==> src/rtl/note_spawner_if.sv <==
// Spawn-request handshake between the note spawner (master) and the note buffer (slave).
interface note_spawner_if;
    logic       spawn_valid;
    logic [1:0] spawn_lane;
    logic       spawn_ready;

    modport master (
        output spawn_valid,
        output spawn_lane,
        input  spawn_ready
    );

    modport slave (
        input  spawn_valid,
        input  spawn_lane,
        output spawn_ready
    );
endinterface

==> src/rtl/note_spawner.sv <==
// Turns a latched one-hot difficulty into a paced stream of spawn requests with
// pseudo-random lanes, then holds done once the whole note quota has been accepted.
module note_spawner #(
    parameter int unsigned BASE_PERIOD = 1000,
    parameter logic [7:0]  LFSR_SEED   = 8'hA5
) (
    input  logic           clk,
    input  logic           rst,
    input  logic [2:0]     level,
    input  logic           level_valid,
    note_spawner_if.master spawn,
    output logic [2:0]     speed,
    output logic [4:0]     remaining,
    output logic           done,
    output logic           error
);

    localparam int CW = $clog2(BASE_PERIOD);

    typedef enum logic [2:0] {
        S_IDLE,
        S_WAIT,
        S_OFFER,
        S_DONE,
        S_ERR
    } state_e;

    state_e          state_q, state_d;
    logic [CW-1:0]   cnt_q, cnt_d;
    logic [7:0]      lfsr_q, lfsr_d;
    logic            valid_q, valid_d;
    logic [1:0]      lane_q, lane_d;
    logic [2:0]      speed_q, speed_d;
    logic [4:0]      rem_q, rem_d;
    logic            done_q, done_d;
    logic            error_q, error_d;

    // Counter reload value: one less than the spawn interval for this speed.
    function automatic logic [CW-1:0] interval_m1(input logic [2:0] spd);
        case (spd)
            3'd2:    return CW'(BASE_PERIOD / 2 - 1);
            3'd4:    return CW'(BASE_PERIOD / 4 - 1);
            default: return CW'(BASE_PERIOD - 1);
        endcase
    endfunction

    // Fibonacci LFSR, taps 8,6,5,4, shifting left with feedback into bit 0.
    function automatic logic [7:0] lfsr_next(input logic [7:0] s);
        return {s[6:0], s[7] ^ s[5] ^ s[4] ^ s[3]};
    endfunction

    always_ff @(posedge clk or negedge rst) begin
        if (!rst) begin
            state_q <= S_IDLE;
            cnt_q   <= '0;
            lfsr_q  <= LFSR_SEED;
            valid_q <= 1'b0;
            lane_q  <= 2'd0;
            speed_q <= 3'd0;
            rem_q   <= 5'd0;
            done_q  <= 1'b0;
            error_q <= 1'b0;
        end else begin
            state_q <= state_d;
            cnt_q   <= cnt_d;
            lfsr_q  <= lfsr_d;
            valid_q <= valid_d;
            lane_q  <= lane_d;
            speed_q <= speed_d;
            rem_q   <= rem_d;
            done_q  <= done_d;
            error_q <= error_d;
        end
    end

    always_comb begin
        state_d = state_q;
        cnt_d   = cnt_q;
        lfsr_d  = lfsr_q;
        valid_d = valid_q;
        lane_d  = lane_q;
        speed_d = speed_q;
        rem_d   = rem_q;
        done_d  = done_q;
        error_d = error_q;

        case (state_q)
            S_IDLE: begin
                if (level_valid) begin
                    case (level)
                        3'b001: begin
                            speed_d = 3'd1;
                            rem_d   = 5'd8;
                            cnt_d   = interval_m1(3'd1);
                            state_d = S_WAIT;
                        end
                        3'b010: begin
                            speed_d = 3'd2;
                            rem_d   = 5'd12;
                            cnt_d   = interval_m1(3'd2);
                            state_d = S_WAIT;
                        end
                        3'b100: begin
                            speed_d = 3'd4;
                            rem_d   = 5'd16;
                            cnt_d   = interval_m1(3'd4);
                            state_d = S_WAIT;
                        end
                        default: begin
                            error_d = 1'b1;
                            state_d = S_ERR;
                        end
                    endcase
                end
            end
            S_WAIT: begin
                if (cnt_q == '0) begin
                    valid_d = 1'b1;
                    lane_d  = lfsr_q[1:0];
                    state_d = S_OFFER;
                end else begin
                    cnt_d = cnt_q - CW'(1);
                end
            end
            S_OFFER: begin
                // Request and lane stay frozen until the buffer takes them.
                if (spawn.spawn_ready) begin
                    valid_d = 1'b0;
                    lane_d  = 2'd0;
                    rem_d   = rem_q - 5'd1;
                    lfsr_d  = lfsr_next(lfsr_q);
                    if (rem_q == 5'd1) begin
                        done_d  = 1'b1;
                        state_d = S_DONE;
                    end else begin
                        cnt_d   = interval_m1(speed_q);
                        state_d = S_WAIT;
                    end
                end
            end
            S_DONE:  state_d = S_DONE;
            S_ERR:   state_d = S_ERR;
            default: state_d = S_IDLE;
        endcase
    end

    assign spawn.spawn_valid = valid_q;
    assign spawn.spawn_lane  = lane_q;
    assign speed             = speed_q;
    assign remaining         = rem_q;
    assign done              = done_q;
    assign error             = error_q;

endmodule
==> src/flat_wrapper.sv <==
// flat-port wrapper written by rule: the top's interface ports become plain ports
module note_spawner_flat 
#(
    parameter int unsigned BASE_PERIOD = 1000,
    parameter logic [7:0]  LFSR_SEED   = 8'hA5
)
  (clk, rst, level, level_valid, speed, remaining, done, error, spawn_spawn_valid, spawn_spawn_lane, spawn_spawn_ready);
  note_spawner_if spawn_i ();
  input  logic clk;
  input  logic rst;
  input  logic [2:0] level;
  input  logic level_valid;
  output logic [2:0] speed;
  output logic [4:0] remaining;
  output logic done;
  output logic error;
  output wire logic [$bits(spawn_i.spawn_valid)-1:0] spawn_spawn_valid;
  output wire logic [$bits(spawn_i.spawn_lane)-1:0] spawn_spawn_lane;
  input wire logic [$bits(spawn_i.spawn_ready)-1:0] spawn_spawn_ready;
  assign spawn_spawn_valid = spawn_i.spawn_valid;
  assign spawn_spawn_lane = spawn_i.spawn_lane;
  assign spawn_i.spawn_ready = spawn_spawn_ready;
  note_spawner #(.BASE_PERIOD(BASE_PERIOD), .LFSR_SEED(LFSR_SEED)) u_core (.clk(clk), .rst(rst), .level(level), .level_valid(level_valid), .spawn(spawn_i), .speed(speed), .remaining(remaining), .done(done), .error(error));
endmodule
==> config.mk <==
export PLATFORM = sky130hd
export DESIGN_NAME = note_spawner_flat
export DESIGN_NICKNAME = d
export VERILOG_FILES = /design/src/rtl/note_spawner_if.sv /design/src/rtl/note_spawner.sv /design/src/flat_wrapper.sv
export SDC_FILE = /design/constraint.sdc
export NUM_CORES = 1
export LEC_CHECK = 0
export BUFFER_PORTS_ARGS = -buffer_cell sky130_fd_sc_hd__clkbuf_2
export CAP_MARGIN = 0
export CELL_PAD_IN_SITES_DETAIL_PLACEMENT = 0
export CELL_PAD_IN_SITES_GLOBAL_PLACEMENT = 2
export CORE_ASPECT_RATIO = 0.7
export CORE_MARGIN = 2
export CORE_UTILIZATION = 39
export CTS_CLUSTER_SIZE = 14
export DETAILED_ROUTE_END_ITERATION = 8
export GPL_TIMING_DRIVEN = 0
export PLACE_DENSITY_LB_ADDON = 0.1
export SKIP_CTS_REPAIR_TIMING = 1
export SYNTH_ARGS = -nofsm -noshare
export SYNTH_HDL_FRONTEND = slang
export SYNTH_SLANG_ARGS = --single-unit
export TNS_END_PERCENT = 10
==> constraint.sdc <==
create_clock -name clk -period 4.15 [get_ports clk]
set_input_delay 0.83 -clock clk [delete_from_list [all_inputs] [get_ports clk]]
set_output_delay 0.83 -clock clk [all_outputs]
set_load 0.01 [all_outputs]
# == Yosys cells after proc, flatten, opt, wreduce, memory -nomap -nowiden ==
# Cells that the tools add are included.
# totals
reg_bits,34
wordCells,70
# op_classes
n_addsub,2
n_eq_ne,16
mux,24
bitwise_logic,4
reduce_logical,15
# ops
cell,n
$pmux W10 S3,2
$mux W10,4
$pmux W10 S2,1
$pmux W3 S5,1
$pmux W5 S3,1
$reduce_and A3 Y1,5
$eq A3 B2 Y1 const B,4
$mux W3,4
$logic_not A10 Y1,1
$mux W5,2
$pmux W5 S2,1
$sub A10 B1 Y10 const B,1
$eq A3 B3 Y1 const B,3
$pmux W3 S3,1
$ne A2 B2 Y1 const B,4
$eq A3 B1 Y1 const B,2
$mux W2,3
$reduce_and A6 Y1,1
$reduce_bool A3 Y1,2
$eq A5 B1 Y1 const B,1
$sub A5 B1 Y5 const B,1
$ne A4 B4 Y1 const B,1
$pmux W2 S2,1
$reduce_and A4 Y1,1
9 further kinds,13

# == Depth between registers and ports, before layout ==
# Gate-level depths: netlist (run 1).
# depth
ltp_word,5
mapped_depth,8
ltp_nobuf,7

# == Worst setup path before layout (run 1) ==
# Ideal clock, no wire load.
# synth_path
path_type,reg2reg
from,reg u_core.cnt_q[0]
to,reg u_core.cnt_q[1]
t_arrival_ns,2.248
required_ns,4.025
path_slack_ns,1.777
stages_incl_launch_ff,9
path_buffers,1
period_less_slack_ns,2.373
cell_sequence,dfrtp_1 > inv_1 > ha_1 > or4b_4 > or2_4 > o41a_1 > buf_6 > nand2_4 > mux2_2
# synth_via
elab_chain_len,3
word_cells_on_any_way,6
cone_classes,1 x add/sub; 1 x eq/ne; 2 x mux; 2 x reduce/logical
# synth_rtl
item,line,source
start: declaration,note_spawner.sv:29,"logic [CW-1:0] cnt_q, cnt_d;"
start signal: assignment,note_spawner.sv:65,cnt_q <= cnt_d;
$sub A10 B1 Y10 / $logic_not A10 Y1 (equally long branches),"note_spawner.sv:122, note_spawner.sv:117",
$mux W10 / $ne A2 B2 Y1 (equally long branches),n/a,
$pmux W10 S3 / $reduce_and A6 Y1 (equally long branches),n/a,
# Parallel ways exist; a longest one is shown, timed or not. The select of a mux whose other input is x is not followed.
# A chain may end at the register's enable or synchronous reset.

# == Worst setup path in the final report (run 1) ==
# Ends and elaborated chain as after synthesis.

==> flow_summary.toml, run 1 <==
[detailed_routing]
drt-total-wl_mm = 4.16
remaining_drc_errors = 0
drt-initial-drc-count = 78
ant_nets = 0
vias_per_cell = 5.53
dr.pass1.iters = 4
vias = 1509
avgRoutedWirePerCell_um = 15.2

[sta]
relSlewSlack_pct = 42.5
setup_viol_count_final = 0
worst_pin_slew_ns = 0.863
fin_crit_sh_pct = 61.2
rsz0062_at_grt = "false"
maxSlewViolCount = 0
min_period_ns = 2.54
max_freq_mhz = 394
fin_setup_tns_ns = 0
fin_worst_skew_ns = 0.00392
hold_viol_final = 0

[floorplan]
fp.dieH_um = 61.7
die-area_um2 = 5320
chipWidth_um = 86.4
pin_count = 20
start_util_pct = 41.6
row_count = 20
fp.coreArea_um2 = 4450

[outcome]
run_status = "complete, no violations"

[pwr]
p_int_uw = 798
switchingPower_uw = 381
p_clk_share_pct = 31.1
pwr_density_cell_nw_per_um2 = 547
power_uw = 1180
p_sw_share_pct = 32.3
peakVddDrop_uv = 288
p_comb_share_pct = 24.4
leakagePower_uw = 0.000910
p_seq_share_pct = 44.4

[layout]
area_delta_synth_final_pct = 16.3
final_net_count = 227
multi_input_area_um2 = 910
seqCellArea_um2 = 856
final_common_cell = "dfrtp_1"
fillers = 452
diodes = 0
layout_common_cells = "dfrtp_1 (30), clkbuf_2 (19), nor2_1 (17)"
stdcell_area_um2 = 2150
layout-drive-gt1-share_pct = 22.9

[placement]
portBuffers = 19
gp_congestion = 0.804
hpwl_mm = 3.02
placed_area_um2 = 2020

[global_routing]
antenna_found_initial = 0
grt_usage_pct = 17.5
grt_pass1_vias = 1414
grt_pass1_wl_mm = 6.98
grt_max_degree = 35
gr-total-overflow = 0

[logic_synthesis]
syn_nets = 201
yosys.area.top_type = "dfrtp_1"
ys_seq_elements = 34
syn_inst = 191
syn_area_um2 = 1850
yosysWarnings = 0
synth_ff_type = "dfrtp_1"
async_flop_share_pct = 100
ys_types = 50
avgSynthCellArea_um2 = 9.70
synthTopCellsByArea = "dfrtp_1 (41%), dfstp_2 (5.7%), mux2_2 (5.5%)"
synth_edf_count = 0
synth_top_area_share_pct = 40.5
ys_seq_area_share_pct = 46.2

[clock_tree]
clk_latency_ns = 0.28
cts_made_buffers = 5
cts.clk_slew.worst_paths_ns = 0.07
cts_tree = "built"
cts-root-buf = "clkbuf_8"
cts.sinks = 34
cts.htree.levels = 2
clock_path_buffers = 2

[critical_path]
critPathCaptureType = "flop"
regToRegSetupSlack_ns = 1.61
regToRegStartpoint = "u_core.cnt_q[0]"
crit_path_start_kind = "flop"
critPathMaxFanout = 9
r2r-end = "u_core.cnt_q[1]"
critical_path_class = "flop to flop"
rr_worst_depth = 8
required_ns = 4.32
arrival_ns = 2.71

[min_path]
whs_endpoint = "u_core.error"
whs_path_depth = 1
hp-class = "flop to flop"
hp-start = "u_core.error"

[run]
cap_violations = 0
==> routing by layer <==
metal | GRT usage [%] | vias to the layer above | wire [um]
li1 | - | 752 | -
met1 | 25.9 | 725 | 2190
met2 | 25.5 | 30 | 1780
met3 | 4.42 | 2 | 177
met4 | 4.69 | 0 | 15
met5 | 0 | - | 0
==> stage by stage <==
stage	hold WS, ns	utilization (%)	cells	setup WS (ns)
2_1_floorplan	0.462	-	191	1.78
3_3_place_gp	0.441	45.3	265	1.65
3_5_place_dp	0.445	45.3	265	1.62
4_1_cts	0.464	48.3	273	1.60
5_1_grt	0.494	48.3	273	1.50
6_report	0.463	48.3	273	1.61
==> power by group through the flow <==
stage	logic [uW]	clock network [uW]	registers (uW)
4_1_cts	292	377	523
2_1_floorplan	165	0	530
5_1_grt	334	393	540
3_3_place_gp	283	0	519
6_report	288	367	524
3_5_place_dp	289	0	528
==> synth_stat cells (all sizes together), types with 4 or more instances <==
master   n
a21oi    7
xnor2    5
nor3    11
dfstp    4
mux2     9
dfrtp   30
clkbuf   9
nand2   16
o21ai   15
nor2    17
inv     11
==> critical path, stage by stage (launching register included) <==
cell and delay [ns]:
dfrtp_1 0.40, inv_1 0.06, ha_1 0.21, or4b_4 0.50
or2_4 0.27, o41a_1 0.38, buf_6 0.15, nand2_4 0.11
mux2_2 0.34
==> logic make-up (layout without fill, tap and decap cells) <==
kind of cell	count (synthesis)	after routing	share of synthesized area, %
buffers and inverters	21	48	4.66
AOI/OAI and AO/OA	53	53	19.9
adders and majority gates	3	3	2.03
DFF	34	34	46.2
muxes	10	10	6.01
and+or+nand+nor	64	64	18.3
xor gates and xnor gates	6	6	2.84
==> registers in the layout, indices dropped and copies added (netlist names) <==
register,flops
u_core.speed,3
u_core.lfsr_q,8
u_core.spawn.spawn_valid,1
u_core.spawn.spawn_lane,2
u_core.remaining,5
u_core.error,1
u_core.done,1
u_core.state_q,3
u_core.cnt_q,10
==> worst max path at each step <==
stage          slack [ns]               to            start
5_1_grt              1.50  u_core.cnt_q[1]  u_core.cnt_q[0]
3_3_place_gp         1.65  u_core.cnt_q[1]  u_core.cnt_q[0]
4_1_cts              1.60  u_core.cnt_q[1]  u_core.cnt_q[0]
6_report             1.61  u_core.cnt_q[1]  u_core.cnt_q[0]
2_1_floorplan        1.78  u_core.cnt_q[1]  u_core.cnt_q[0]
3_5_place_dp         1.62  u_core.cnt_q[1]  u_core.cnt_q[0]
==> layout make-up <==
cell class,count,share of cell area [%]
Clock buffer,5,3.20
Buffer,10,2.09
Sequential cell,34,39.7
Inverter,11,1.92
Multi-Input combinational cell,136,42.2
Timing Repair Buffer,19,4.42
Tap cell,55,3.20
Clock inverter,3,3.20
No activity file was read; power rests on OpenSTA's default activity.
==> inputs of run 2 (changes only) <==
--- a/config.mk
+++ b/config.mk
@@ -11,7 +11,7 @@
 export CELL_PAD_IN_SITES_GLOBAL_PLACEMENT = 2
 export CORE_ASPECT_RATIO = 0.7
 export CORE_MARGIN = 2
-export CORE_UTILIZATION = 39
+export CORE_UTILIZATION = 33
 export CTS_CLUSTER_SIZE = 14
 export DETAILED_ROUTE_END_ITERATION = 8
 export GPL_TIMING_DRIVEN = 0
==> constraint.sdc (replaced) <==
create_clock -name clk -period 2.3 [get_ports clk]
set_input_delay 0.46 -clock clk [delete_from_list [all_inputs] [get_ports clk]]
set_output_delay 0.46 -clock clk [all_outputs]
set_load 0.01 [all_outputs]
==> run 2 against run 1 <==
Against the previous run: flip-flop and latch count unchanged; sequential share of layout area down 0.41 points; register-to-register slack worse by 1.6 ns; clock skew about the same; hold slack lost 0.18 ns; power is 67% higher; first-iteration DRC count increased by 24%; die area rose by 17%; final cell count is 6.2% higher; the flow now finishes with violations (setup timing); largest power group unchanged; highest routed layer unchanged; final area up 1.0%; sequential power grew 82%.
==> flow_summary.toml, run 2 (synthesized netlist as in run 1, its figures left out) <==
[outcome]
run_status = "finished with violations"
violations = "setup timing"

[critical_path]
crit_path_start_kind = "flop"
regToRegStartpoint = "u_core.cnt_q[0]"
required_ns = 2.47
arrival_ns = 2.50
critical_path_class = "flop to flop"
regToRegSetupSlack_ns = -0.03
rr_worst_depth = 8
critPathMaxFanout = 9
critPathLaunch = "u_core.cnt_q[0]"
critPathCaptureType = "flop"
r2r-end = "u_core.cnt_q[1]"

[clock_tree]
cts-root-buf = "clkbuf_8"
cts.htree.levels = 2
cts_tree = "built"
cts_made_buffers = 5
clk_latency_ns = 0.28
clock_path_buffers = 2
cts.sinks = 34
cts.clk_slew.worst_paths_ns = 0.07

[detailed_routing]
dr.pass1.iters = 4
drt-initial-drc-count = 97
remaining_drc_errors = 0
drt-total-wl_mm = 4.35
vias = 1549
avgRoutedWirePerCell_um = 15.0
vias_per_cell = 5.34
ant_nets = 0

[floorplan]
fp.dieH_um = 66.7
chipWidth_um = 93.5
fp.coreArea_um2 = 5310
start_util_pct = 34.9
pin_count = 20
row_count = 22
die-area_um2 = 6240

[layout]
diodes = 0
final_common_cell = "dfrtp_1"
final_net_count = 227
fillers = 513
multi_input_area_um2 = 947
area_delta_synth_final_pct = 17.5
stdcell_area_um2 = 2180
fin_cells = 290
largest_reg_flops = 10
fin_util_pct = 41.0
layout-drive-gt1-share_pct = 27.1
layout_common_cells = "dfrtp_1 (30), clkbuf_2 (21), nor2_1 (17)"
top_register = "u_core.cnt_q"
seqCellArea_um2 = 856

[placement]
placed_area_um2 = 2040
portBuffers = 19
gp_congestion = 0.761
placed_cells = 282
hpwl_mm = 3.14
dpl_worst_slack_ns = -0.135

[pwr]
p_clk_share_pct = 23.7
peakVddDrop_uv = 368
p_int_uw = 1260
p_sw_share_pct = 35.9
leakagePower_uw = 0.000896
switchingPower_uw = 705
p_comb_share_pct = 27.8
pwr_density_cell_nw_per_um2 = 902
p_seq_share_pct = 48.5

[sta]
fin_hold_ws_ns = 0.282
fin_worst_skew_ns = 0.00365
rsz0062_at_grt = "true"
hold_viol_final = 0
max_freq_mhz = 429
setup_viol_count_final = 2
relSlewSlack_pct = 41.7
fin_crit_sh_pct = 101
worst_pin_slew_ns = 0.874
min_period_ns = 2.33
setup_ws_ns = -0.0297
maxSlewViolCount = 0

[global_routing]
antenna_found_initial = 0
grt_max_degree = 35
grt_pass1_vias = 1443
grt_usage_pct = 15.5
grt_pass1_wl_mm = 7.33
gr-total-overflow = 0

[min_path]
hp-class = "input port to asynchronous set/reset pin"

[run]
cap_violations = 0
run 2: changes by cell type in the layout (fill, tap and decap cells not counted), sizes merged:
cell,before,now
buf,1,2
bufinv,2,0
clkinvlp,0,1
run 2: power groups by stage:
stage | Clock (uW) | Sequential [uW] | Combinational [uW]
after floorplan | 0 | 956 | 302
after global placement | 0 | 939 | 520
after detailed placement | 0 | 952 | 529
after CTS | 476 | 943 | 534
after global routing | 510 | 985 | 623
final | 464 | 953 | 546
run 2: layer usage:
metal / vias up / share of wire, % / track usage [%]
met5: - / 0 / 0
met4: 0 / 0.51 / 4.35
met3: 2 / 5.0 / 3.39
met2: 33 / 42 / 22.9
met1: 763 / 52 / 22.8
li1: 751 / - / -
run 2: metrics by stage:
stage               power [uW]  TNS [ns]
floorplan                 1260  -0.00108
global placement          1460    -0.265
global route              2120    -0.678
detailed placement        1480    -0.269
CTS                       1950    -0.363
finish                    1960   -0.0483
run 2: area by class of cell:
type | count | area share, %
Clock inverter | 2 | 0.575
Sequential cell | 34 | 39.3
Timing Repair Buffer | 20 | 4.72
Buffer | 9 | 2.01
Tap cell | 72 | 4.14
Multi-Input combinational cell | 136 | 43.5
Inverter | 11 | 1.90
Clock buffer | 6 | 3.80
run 2: worst max path at each step:
stage	end	slack (ns)	depth (start not counted)
3_3_place_gp	u_core.cnt_q[1]	-0.13	8
4_1_cts	u_core.cnt_q[1]	-0.16	7
5_1_grt	u_core.cnt_q[1]	-0.12	8
6_report	u_core.cnt_q[1]	-0.03	8
2_1_floorplan	u_core.cnt_q[1]	-0.001	8
3_5_place_dp	u_core.cnt_q[1]	-0.13	8
run 2: critical path, cell delays in order (launching register included):
cell and delay, ns:
dfrtp_1 0.41, inv_2 0.08, ha_4 0.13, or4b_4 0.47, or2_4 0.25, o41a_1 0.32
buf_6 0.16, nand2_8 0.09, mux2_4 0.29
